[config.mk]
export PLATFORM = sky130hd
export DESIGN_NAME = cmp_operand_loader
export DESIGN_NICKNAME = d
export VERILOG_FILES = /design/src/rtl/cmp_operand_loader.sv
export SDC_FILE = /design/constraint.sdc
export NUM_CORES = 1
export LEC_CHECK = 0
export CORE_AREA = 2 2 47 57
export CTS_CLUSTER_DIAMETER = 80
export DETAILED_ROUTE_END_ITERATION = 8
export DIE_AREA = 0 0 49 59
export GPL_TIMING_DRIVEN = 1
export PLACE_DENSITY = 0.83
export REMOVE_ABC_BUFFERS = 1
export SKIP_LAST_GASP = 1
export SLEW_MARGIN = 10
export SYNTH_ARGS = -nofsm -noshare
export SYNTH_HDL_FRONTEND = slang
export SYNTH_SLANG_ARGS = --single-unit
export TNS_END_PERCENT = 5
[constraint.sdc]
create_clock -name clk -period 3.8 [get_ports clk]
set_input_delay 0.76 -clock clk [delete_from_list [all_inputs] [get_ports clk]]
set_output_delay 0.76 -clock clk [all_outputs]
set_load 0.01 [all_outputs]
[src/rtl/cmp_operand_loader.sv]
// Bit-serial operand loader for the keyed difference/equality comparator.
// Deserialises a (key, x, y) frame, then holds it under a valid/ready handshake.
module cmp_operand_loader #(
    parameter int W  = 3,
    parameter int CW = 8
) (
    input  logic          clk,
    input  logic          rstn,
    input  logic          sin,
    input  logic          sin_valid,
    input  logic          sin_start,
    output logic          sin_ready,
    output logic [0:W-1]  x_o,
    output logic [0:W-1]  y_o,
    output logic          key_o,
    output logic          out_valid,
    input  logic          out_ready,
    output logic          busy,
    output logic          frame_err,
    output logic [CW-1:0] frame_cnt
);

    localparam int FL = 2 * W + 1;
    localparam int NW = $clog2(FL + 1);

    typedef enum logic [1:0] {
        IDLE  = 2'd0,
        SHIFT = 2'd1,
        HOLD  = 2'd2
    } state_t;

    state_t          state_q, state_d;
    logic [NW-1:0]   cnt_q, cnt_d;
    logic [0:W-1]    x_q, x_d;
    logic [0:W-1]    y_q, y_d;
    logic            key_q, key_d;
    logic            valid_q, valid_d;
    logic            err_q, err_d;
    logic [CW-1:0]   fcnt_q, fcnt_d;
    logic            accept;

    assign sin_ready = (state_q != HOLD);
    assign busy      = (state_q != IDLE);
    assign accept    = sin_valid && sin_ready;

    always_ff @(posedge clk or negedge rstn) begin
        if (!rstn) begin
            state_q <= IDLE;
            cnt_q   <= '0;
            x_q     <= '0;
            y_q     <= '0;
            key_q   <= 1'b0;
            valid_q <= 1'b0;
            err_q   <= 1'b0;
            fcnt_q  <= '0;
        end else begin
            state_q <= state_d;
            cnt_q   <= cnt_d;
            x_q     <= x_d;
            y_q     <= y_d;
            key_q   <= key_d;
            valid_q <= valid_d;
            err_q   <= err_d;
            fcnt_q  <= fcnt_d;
        end
    end

    always_comb begin
        state_d = state_q;
        case (state_q)
            IDLE:    if (accept && sin_start) state_d = SHIFT;
            SHIFT:   if (accept && !sin_start && cnt_q == NW'(FL - 1)) state_d = HOLD;
            HOLD:    if (out_ready) state_d = IDLE;
            default: state_d = IDLE;
        endcase
    end

    // cnt_q is the number of frame bits already taken; it selects where the next data bit lands.
    always_comb begin
        cnt_d   = cnt_q;
        x_d     = x_q;
        y_d     = y_q;
        key_d   = key_q;
        valid_d = valid_q;
        err_d   = 1'b0;
        fcnt_d  = fcnt_q;
        case (state_q)
            IDLE: begin
                if (accept && sin_start) begin
                    key_d = sin;
                    cnt_d = NW'(1);
                end
            end
            SHIFT: begin
                if (accept && sin_start) begin
                    err_d = 1'b1;
                    x_d   = '0;
                    y_d   = '0;
                    key_d = sin;
                    cnt_d = NW'(1);
                end else if (accept) begin
                    for (int i = 0; i < W; i++) begin
                        if (cnt_q == NW'(i + 1))     x_d[i] = sin;
                        if (cnt_q == NW'(W + 1 + i)) y_d[i] = sin;
                    end
                    cnt_d = cnt_q + NW'(1);
                    if (cnt_q == NW'(FL - 1)) valid_d = 1'b1;
                end
            end
            HOLD: begin
                if (out_ready) begin
                    valid_d = 1'b0;
                    fcnt_d  = fcnt_q + CW'(1);
                    cnt_d   = '0;
                end
            end
            default: begin
                cnt_d = '0;
            end
        endcase
    end

    assign x_o       = x_q;
    assign y_o       = y_q;
    assign key_o     = key_q;
    assign out_valid = valid_q;
    assign frame_err = err_q;
    assign frame_cnt = fcnt_q;

endmodule

==> flow_summary.yaml <==
sta:
  worst_pin_slew_ps: 966
  hold_viol_final: 0
  fin_ws_ps: 1240
  min_period_ps: 2560
  final_max_slew_viol_count: 0
  post-route-period-util: 0.674
  setup_tns_ps: 0
  skew_ps: 5.83
  max_freq_mhz: 391
  setup-violations-final: 0
  maxSlewHeadroom: 0.354
  rsz0062_at_grt: "false"
synth:
  yosys-top-cells-area: "dfrtp_1 46%, ha_1 6.3%, mux2i_1 5.1%"
  async_flop_share: 1.00
  syn_inst: 106
  synth_seq_cells: 22
  yosysMostFrequentCell: "dfrtp_1"
  yosysWarnings: 0
  synthDominantAreaCellType: "dfrtp_1"
  synth_cell_types: 33
  synth_area_um2: 1190
  synth_edf_count: 0
  synth_common_cells: "22 x dfrtp_1, 10 x nand2_1, 6 x ha_1, 6 x mux2i_1"
  yosysSeqAreaShare: 0.464
  netlist.area_leader.share: 0.464
  postSynthAreaPerCell_um2: 11.2
  yosys_most_used_dff: "dfrtp_1"
clock_network:
  insertion_delay_ps: 300
  cts_tree: "built"
  cts_hold_buf: 0
  cts_made_buffers: 3
  htree_levels: 1
  cts_buffer_depth: 2
  cts_root_buf: "clkbuf_4"
  post_cts_resized: 0
  clock_sinks: 22
  clk_pin_slew_ps: 110
  postCtsSetupBuffers: 0
placement:
  port_buffers: 24
  dpl.hpwl_mm: 1.72
  place_congestion: 0.866
  post-place-ws_ps: 1580
global_routing:
  globalRoute.busiestLayer: "met2"
  grt_pass1_vias: 896
  use_met3: 0.0354
  track_usage: 0.182
  grt_pass1_wl_mm: 4.06
  grt.met1_usage: 0.215
  grt_antenna_before_repair: 0
  met2_usage: 0.333
  grt-ovfl-total: 0
  grt_max_degree: 23
power_and_ir_drop:
  ir_drop_mv: 0.307
  leakage_uw: 0.000695
  power_density_nw_per_um2: 508
worst_setup_path:
  cp_data_required_time_ps: 3040
  r2r-start: "state_q[0]"
  path_class: "reg2out"
  crit_fanout: 15
  rrSetupSlack_ps: 2330
  arrival_ps: 1800
  crit_chain: "nand2b_1 -> clkdlybuf4s50_1"
  cp-end-kind: "primary output"
  critPathLaunch: "state_q[0]"
  cpMaxStageDelayCell: "dfrtp_1"
  worst_setup_path_start_kind: "register"
  slowest_delay_ps: 630
drt:
  postRouteAntennaNets: 0
  wire_per_inst_um: 13.9
  drc_errors: 0
  initialDrtViolationCount: 18
  wl_mm: 2.23
  via_per_inst: 5.34
  first_pass_iters: 4
  via_count: 855
die:
  row_count: 19
  design.core.area_um2: 2310
  die_area_um2: 2890
  die_w_um: 49
  initial_core_util: 0.515
  io_pins: 25
  die_h_um: 59
hold_path:
  hold_class: "reg2reg"
  min-delay-start: "frame_cnt[7]"
final_layout:
  n_antenna_cell: 0
  layout.nets: 142
  area_delta_synth_final_pct: 23.0
  drive_above_1_share: 0.124
status:
  status: "finished, final reports clean"
flow_run:
  maxCapViolations: 0
==> critical path, delay by kind of cell, from the launching register on <==
family / cells / cell delay [ps]
simple gates: 1 / 290
flops: 1 / 630
buf+inv: 1 / 580
==> final cells by class <==
class                           count  area (um2)
Fill cell                         208         846
Multi-Input combinational cell     74         576
Sequential cell                    22         551
Timing Repair Buffer               24         240
Tap cell                           31        38.8
Clock buffer                        4        36.3
Inverter                            5        18.8
==> report_power, final <==
group	internal, uW	switching [uW]	total (uW)
Combinational	155	119	274
Clock	58.4	69.1	127
Sequential	285	54.8	340
==> logic make-up (layout without fill, tap and decap cells) <==
group,Yosys count,after routing,share of synthesized area
muxes,8,8,0.0695
adders and majority gates,6,6,0.0632
and+or+nand+nor,36,36,0.199
xor gates and xnor gates,7,7,0.0516
buffers and inverters,10,33,0.0516
AOI/OAI and AO/OA,17,17,0.101
DFF,22,22,0.464
==> metal layers <==
layer	vias to the layer above	part of all wire	wire length, um
li1	416	-	-
met1	417	0.44	974
met2	22	0.52	1160
met3	0	0.044	98
met4	0	0	0
met5	-	0	0
==> flip-flops by register name, indices dropped and copies added (netlist names) <==
| name | count |
|---|---|
| frame_cnt | 8 |
| cnt_q | 3 |
| x_o | 3 |
| y_o | 3 |
| state_q | 2 |
| frame_err | 1 |
| key_o | 1 |
| out_valid | 1 |
==> path summary, 6_finish.rpt <==
check / endpoint / cells after the start
hold / removal: frame_cnt[7] / 1
min in group asynchronous: cnt_q[1] / 1
max in group asynchronous: frame_cnt[7] / 1
setup reg to reg: x_o[2] / 3
setup / recovery: sin_ready / 2
hold reg to reg: frame_cnt[7] / 1
==> stage by stage <==
| stage | area [um2] | hold slack, ps | utilization | instances | power, uW |
|---|---|---|---|---|---|
| CTS | 1460 | 476 | 0.633 | 160 | 752 |
| global placement | 1420 | 456 | 0.617 | 156 | 613 |
| detailed placement | 1420 | 456 | 0.617 | 156 | 623 |
| global route | 1460 | 487 | 0.633 | 160 | 799 |
| floorplan | 1140 | 464 | - | 101 | 491 |
| finish | 1460 | 469 | 0.633 | 160 | 742 |
==> layout by cell type, fill, tap and decap left out, types with 2 or more instances in the layout <==
cell	count
o21ai_1	4
nand2_1	10
ha_1	6
inv_1	5
nor2b_1	3
clkbuf_4	3
mux2_2	2
o21ai_0	3
nor2_1	4
clkdlybuf4s50_1	24
nor3_2	2
nand4_1	2
a32o_2	2
mux2i_1	6
nand3b_4	2
o2111ai_1	2
nand3_1	5
dfrtp_1	22
xor2_1	4
xnor2_1	3
a21oi_1	3
Note: power is estimated with default switching activity, not from simulation.
